==> src/rtl/demux1to4_fifo.sv <==
// One source stream routed by a 2-bit select into four independent FIFO channels.
// Each channel shows its head word (zero when empty); a saturating counter tracks stalled input cycles.
module demux1to4_fifo #(
    parameter int WIDTH = 8,
    parameter int DEPTH = 2
) (
    input  logic             CLK,
    input  logic             RESET,
    input  logic [WIDTH-1:0] IN_DATA,
    input  logic [1:0]       IN_SELECT,
    input  logic             IN_VALID,
    output logic             IN_READY,
    output logic [WIDTH-1:0] OUT1,
    output logic [WIDTH-1:0] OUT2,
    output logic [WIDTH-1:0] OUT3,
    output logic [WIDTH-1:0] OUT4,
    output logic [3:0]       OUT_VALID,
    input  logic [3:0]       OUT_READY,
    output logic [7:0]       STALL_COUNT
);

    localparam int PW = $clog2(DEPTH);

    logic [WIDTH-1:0] mem    [4][DEPTH];
    logic [PW-1:0]    wr_ptr [4];
    logic [PW-1:0]    rd_ptr [4];
    logic [PW:0]      count  [4];
    logic [WIDTH-1:0] head   [4];
    logic [3:0]       full;
    logic [3:0]       push;
    logic [3:0]       pop;
    logic [7:0]       stall_q;

    always_comb begin
        full      = '0;
        push      = '0;
        pop       = '0;
        OUT_VALID = '0;
        for (int unsigned n = 0; n < 4; n++) begin
            full[n]      = (count[n] == (PW+1)'(DEPTH));
            OUT_VALID[n] = (count[n] != '0);
            push[n]      = IN_VALID && !full[n] && (IN_SELECT == 2'(n));
            pop[n]       = OUT_VALID[n] && OUT_READY[n];
            head[n]      = OUT_VALID[n] ? mem[n][rd_ptr[n]] : '0;
        end
    end

    // Readiness is judged on the pre-edge count, so a full channel never accepts even while popping.
    assign IN_READY    = !full[IN_SELECT];
    assign OUT1        = head[0];
    assign OUT2        = head[1];
    assign OUT3        = head[2];
    assign OUT4        = head[3];
    assign STALL_COUNT = stall_q;

    always_ff @(posedge CLK) begin
        if (IN_VALID && IN_READY) begin
            mem[IN_SELECT][wr_ptr[IN_SELECT]] <= IN_DATA;
        end
    end

    always_ff @(posedge CLK or negedge RESET) begin
        if (!RESET) begin
            for (int unsigned n = 0; n < 4; n++) begin
                wr_ptr[n] <= '0;
                rd_ptr[n] <= '0;
                count[n]  <= '0;
            end
        end else begin
            for (int unsigned n = 0; n < 4; n++) begin
                if (push[n]) wr_ptr[n] <= wr_ptr[n] + 1'b1;
                if (pop[n])  rd_ptr[n] <= rd_ptr[n] + 1'b1;
                case ({push[n], pop[n]})
                    2'b10:   count[n] <= count[n] + 1'b1;
                    2'b01:   count[n] <= count[n] - 1'b1;
                    default: count[n] <= count[n];
                endcase
            end
        end
    end

    always_ff @(posedge CLK or negedge RESET) begin
        if (!RESET) begin
            stall_q <= '0;
        end else if (IN_VALID && !IN_READY && (stall_q != 8'hFF)) begin
            stall_q <= stall_q + 8'd1;
        end
    end

endmodule
==> config.mk <==
export PLATFORM = sky130hd
export DESIGN_NAME = demux1to4_fifo
export DESIGN_NICKNAME = d
export VERILOG_FILES = /design/src/rtl/demux1to4_fifo.sv
export SDC_FILE = /design/constraint.sdc
export NUM_CORES = 1
export LEC_CHECK = 0
export BUFFER_PORTS_ARGS = -buffer_cell sky130_fd_sc_hd__buf_2
export CAP_MARGIN = 15
export CORE_ASPECT_RATIO = 1.5
export CORE_UTILIZATION = 35
export DETAILED_ROUTE_END_ITERATION = 12
export PLACE_DENSITY = 0.6
export SYNTH_ARGS = -nofsm -noshare
export SYNTH_HDL_FRONTEND = slang
export SYNTH_SLANG_ARGS = --single-unit
export TNS_END_PERCENT = 5
==> constraint.sdc <==
create_clock -name CLK -period 2.4 [get_ports CLK]
set_input_delay 0.24 -clock CLK [delete_from_list [all_inputs] [get_ports CLK]]
set_output_delay 0.24 -clock CLK [all_outputs]
set_load 0.05 [all_outputs]
==> results.md, run 1 <==
* Clk sinks at 88
* Max stage delay on crit path at 0.55 ns
* Filler cells at roughly 910
* Routed WL at a little under 7000 um
* RSZ-0062 raised after global routing: no
* Relative slew slack at 0.5923
* Final non-filler cell total at 450
* Layout area overhead at 23.27%
* Final ANT Viol Nets at 0
* Seq/Total Area, Yosys at 0.6959
* Share of layout cells above drive strength 1 at 0.2763
* Crit Path Category: reg -> out
* Crit path max fanout at 6
* Outcome: completed
* Top Ports at slightly above 60
* Initial Util at 0.3597
* Vias in the first global route at around 2,200
* Initial antenna violation count at 0
* TritonCTS clock tree: built
* Antenna Diode Count at 0
* # nets final at about 350
* Period utilization at 0.8299
* CTS Root Cell: clkbuf_16
* Maxcap violations at 0
* Count of port buffers added during placement at 61
* Post-CTS Setup Bufs at 0
* Worst-margin pin slew at 0.6052 ns
* Maximum number of pins on one net before global-route repair at 25
* Mapped Area at 3625 sq um
* Leakage power at approximately 1.9 nW
* CTS Hold Bufs at 1
* Crit path required time at ~2.2 ns
* Flop-to-flop setup slack at 0.52 ns
* Placed Cells at about 430
* PostCTS Resize Cnt at 0
* Pre-CTS setup slack at approximately 0.53 ns
* Chip height at between 100 and 150 um
* Peak supply drop at 0.5368 mV
* Die X at between 80 and 90 um
* Total congestion overflow at 0
* Post-synth top flop: edfxtp_1
* Cells after Synth at between 200 and 250
* Drt via density at about 4.8
* Core area at between 10,000 and 15,000 sq um
* First drt pass iteration count at 6
* Yosys warns at 0
* EDFF count, synth at between 60 and 70
* Crit path DAT at 1.75 ns
* Netlist cell types at 29
* # DRC at 0
* Post-Syn Nets at 271
* CP cell instances: or4b_1, nand4_2, inv_2, buf_2
* Max-slew violations at 0
* Via count at around 2,200
* Clk buf depth at 2
* Most frequent cells in the layout: edfxtp_1, buf_2, nor2_1
* Most common library cell in the layout ignoring fill and taps: edfxtp_1
* Total Die Area at ~11,000 sq um
* Gpl congestion at 0.7537
* Setup violations, final at 0
* PwrDens at approximately 1400 nW/um^2
* Critical Path End Type: primary output
* H-tree Lvls at 3
* Final worst slack at 0.4083 ns
* Gr usage total at 0.1406
* Total CTS buffers at 9
* Post-DP HPWL at 4750 um
* Worst-Skew Late Latency at about 0.34 ns
* Worst Setup Start Kind: flop
* Setup TNS Final at 0 ns
* Synth Register Bits at between 80 and 90
* Clk slew on worst S/H paths at approximately 0.060 ns
* Site Rows at 45
* Async SR Flop Fraction at 0.2727
* First-pass GRT wire length at ~11,000 um
* Min-delay worst type: in -> reg
* Crit-path slowest cell: or4b_1
* Final Hold Vio Count at 0
* WL/cell at around 15 um
* Syn Area/Cell at around 15 sq um
* 1st-iter DRT viols at between 100 and 150
* Fmax at ~0.5 GHz
* Clk_skew at roughly 0.0029 ns
* Shortest period the worst path allows at 1.992 ns
## final cells by class
type | instances | area, sq um | area share
multi-input combinational | 145 | 1035 | 0.2316
clock buffer | 9 | 225.2 | 0.05041
tap | 117 | 146.4 | 0.03276
sequential | 88 | 2522 | 0.5645
timing repair buffer | 74 | 405.4 | 0.09073
inverter | 11 | 41.29 | 0.009241
clock inverter | 6 | 92.59 | 0.02072
## sequential cells by signal, summed over array words and instances, names as in the netlist
name / cells
mem: 64
STALL_COUNT: 8
count: 8
rd_ptr: 4
wr_ptr: 4
## cell usage after synthesis, types with 2 or more instances
cell type	count	area, sq um
xnor2_1	15	131.4
nand4_1	5	31.28
xor2_1	11	96.34
mux2i_1	32	320.3
mux2_1	2	22.52
nor2_1	49	183.9
nand2b_1	3	18.77
dfrtp_1	24	600.6
nand4b_1	3	26.28
ha_1	5	62.56
inv_1	10	37.54
edfxtp_1	64	1922
nor3_1	3	15.01
nor4_1	2	12.51
nor2b_1	4	25.02
clkbuf_1	4	15.01
## path summary, 6_finish.rpt
check	from	endpoint	depth (start not counted)
max in group asynchronous	RESET	rd_ptr[3]	2
max reg2reg	count[6]	STALL_COUNT[6]	5
min	IN_DATA[6]	mem[0][14]	1
min reg2reg	wr_ptr[2]	wr_ptr[2]	1
min in group asynchronous	RESET	wr_ptr[1]	2
max	count[6]	IN_READY	4
## power by group
group,internal [W],switching (W)
sequential,0.00190,0.000324
clock,0.000913,0.000575
combinational,0.000780,0.00185
total,0.00359,0.00274
## layer usage
| layer | up-vias | track usage | share of wire |
|---|---|---|---|
| li1 | 1042 | - | - |
| met1 | 1069 | 0.1539 | 0.40 |
| met2 | 45 | 0.2438 | 0.53 |
| met3 | 13 | 0.04294 | 0.042 |
| met4 | 0 | 0.07178 | 0.024 |
| met5 | - | 0 | 0 |
## worst max-delay path: cells and delay by family (launching register included)
kind	cells	cell delay (ns)
buffers and inverters	2	0.29
AND/OR/NAND/NOR	2	0.69
flip-flops	1	0.43
## cells by family after synthesis
group	synth area share
mux	0.09458
fa+ha+maj	0.01726
flops	0.6959
buf+inv	0.01864
xor+xnor	0.06282
simple gates	0.1070
compound gates	0.003796
## through the flow
| step | cell area (sq um) | power, W | util | hold slack, ns |
|---|---|---|---|---|
| 2_1_floorplan | 3625 | 0.004281 | - | -0.05559 |
| 3_3_place_gp | 4140 | 0.004882 | 0.4108 | 0.2631 |
| 3_5_place_dp | 4140 | 0.004906 | 0.4108 | 0.2652 |
| 4_1_cts | 4468 | 0.006417 | 0.4433 | 0.2200 |
| 5_1_grt | 4468 | 0.006654 | 0.4433 | 0.2275 |
| 6_report | 4468 | 0.006334 | 0.4433 | 0.2182 |
(Power assumes the default switching activity.)
==> inputs of run 2 (changes only) <==
==> constraint.sdc (replaced) <==
create_clock -name CLK -period 2.1 [get_ports CLK]
set_input_delay 0.21 -clock CLK [delete_from_list [all_inputs] [get_ports CLK]]
set_output_delay 0.21 -clock CLK [all_outputs]
set_load 0.05 [all_outputs]
==> run 2 against run 1 <==
The flow now finishes with violations (design-rule violations). Via count shrank 1.6%. Combinational power grew 14%. Cell count is the same. Worst hold slack lost 0.027 ns. Critical path type unchanged.
==> results.md, run 2 (same netlist as run 1, synthesis figures left out) <==
* Chip height at 126.6 um (unchanged)
* Core Util, Final at 0.4433 (unchanged)
* CTS Root Cell: clkbuf_16
* Placed Cells at 434 (unchanged)
* Outcome: finished, violations left
* Initial antenna violation count at 0 (unchanged)
* Peak supply drop at 0.7238 mV (+35%)
* First-pass GRT wire length at 11,080 um (about the same)
* Crit path required time at 1.89 ns (-0.27 ns)
* Total CTS buffers at 9 (unchanged)
* Via count at 2,134 (-1.6%)
* Share of layout cells above drive strength 1 at 0.2763 (unchanged)
* Critical Path End Type: primary output
* Antenna Diode Count at 0 (unchanged)
* Crit path max fanout at 6 (unchanged)
* Crit Path Category: reg -> out
* Cells on worst reg2reg path at 5 (unchanged)
* Final ANT Viol Nets at 0 (unchanged)
* PostCTS Resize Cnt at 0 (unchanged)
* Gpl congestion at 0.7749 (+2.8%)
* # DRC at 1 (+1)
* Drt via density at 4.742 (-1.6%)
* Min-delay worst type: in -> reg
* Leakage power at 1.874 nW (unchanged)
* Clk slew on worst S/H paths at 0.06 ns (about the same)
* Final non-filler cell total at 450 (unchanged)
* Worst-Skew Late Latency at 0.34 ns (about the same)
* Fmax at ~0.5 GHz
* Clk_skew at 0.008830 ns (+0.005934 ns)
* Maximum number of pins on one net before global-route repair at 25 (unchanged)
* Relative slew slack at 0.6082 (+0.01592)
* Shortest period the worst path allows at between 1.5 and 2 ns
* Clk buf depth at 2 (unchanged)
* RSZ-0062 raised after global routing: no
* Failing checks: design-rule violations
* Total Die Area at 10,780 sq um (unchanged)
* Final Hold Vio Count at 0 (unchanged)
* Vias in the first global route at 2,139 (-3.4%)
* # nets final at 351 (unchanged)
* Setup violations, final at 0 (unchanged)
* TritonCTS clock tree: built
* Max-slew violations at 0 (unchanged)
* Core area at 10,080 sq um (unchanged)
* Post-DP HPWL at 4855 um (+2.2%)
* 1st-iter DRT viols at 88 (-20%)
* Most frequent cells in the layout: edfxtp_1, buf_2, nor2_1
* Site Rows at 45 (unchanged)
* Period utilization at 0.9253
* Count of port buffers added during placement at 61 (unchanged)
* Worst-margin pin slew at 0.5816 ns (-0.02362 ns)
* Total power at 0.007232 W (+14%)
* First drt pass iteration count at 10 (+4)
* H-tree Lvls at 3 (unchanged)
* Die X at 85.09 um (unchanged)
* Top Ports at 62 (unchanged)
* Worst Setup Start Kind: flop
* Most common library cell in the layout ignoring fill and taps: edfxtp_1
* PwrDens at 1618 nW/um^2 (+14%)
* Routed WL at 6932 um (+1.7%)
* Number of flip-flops in the largest register at 64 (unchanged)
* Worst hold stages at 1 (unchanged)
* Maxcap violations at 0 (unchanged)
* WL/cell at 15.40 um (+1.7%)
* Setup TNS Final at 0 ns (unchanged)
* Total congestion overflow at 0 (unchanged)
* Hold slack final at 0.1916 ns (-0.02662 ns)
* Layout area overhead at 23.27% (unchanged)
* Gr usage total at 0.1395 (-0.001093)
* Initial Util at 0.3597 (unchanged)
* Clk sinks at 88 (unchanged)
* Crit path DAT at 1.73 ns (-0.02 ns)
## run 2: cell counts in the layout (fill, tap and decap cells not counted)
Identical to the previous run, type by type.
## run 2: cell type report
class                      instances  area, sq um
inverter                          11        41.29
multi-input combinational        145         1035
clock buffer                       9        225.2
sequential                        88         2522
fill                             890         5610
clock inverter                     6        92.59
timing repair buffer              74        405.4
tap                              117        146.4
## run 2: through the flow
stage               cell area (sq um)  setup slack (ns)
floorplan                        3625            0.1348
detailed placement               4140            0.2508
global placement                 4140            0.2920
global route                     4468           0.08159
CTS                              4468            0.1440
finish                           4468            0.1568
## run 2: power breakdown
part / switching [W] / leakage (nW) / total [W] / internal [W]
sequential: 0.000380 / 0.871 / 0.00255 / 0.00217
clock: 0.000650 / 0.149 / 0.00169 / 0.00104
combinational: 0.00210 / 0.854 / 0.00299 / 0.000892
total: 0.00313 / 1.87 / 0.00723 / 0.00410
## run 2: final timing paths
path / from / end / slack [ns]
setup / recovery: count[6] / IN_READY / 0.16
hold / removal: IN_DATA[2] / mem[1][10] / 0.19
setup reg to reg: count[6] / STALL_COUNT[6] / 0.26
hold reg to reg: wr_ptr[2] / wr_ptr[2] / 0.50
max in group asynchronous: RESET / wr_ptr[0] / 1.34
min in group asynchronous: RESET / STALL_COUNT[5] / 0.39
## run 2: critical path, stage by stage, from the launching register on
cell	delay (ns)
dfrtp_1	0.44
or4b_1	0.55
nand4_2	0.14
inv_2	0.07
buf_2	0.21
## run 2: layer usage
metal,vias up,global-route usage,wire [um]
met3,10,0.02993,215
met4,0,0.06879,151
met5,-,0,0
li1,1041,-,-
met1,1041,0.1668,2927
met2,42,0.2367,3637
## run 2: what timing repair did
item,in CTS,in global routing
setup endpoints to repair,0,0
setup buffers,0,0
hold endpoints to repair,24,0
hold buffers,1,0
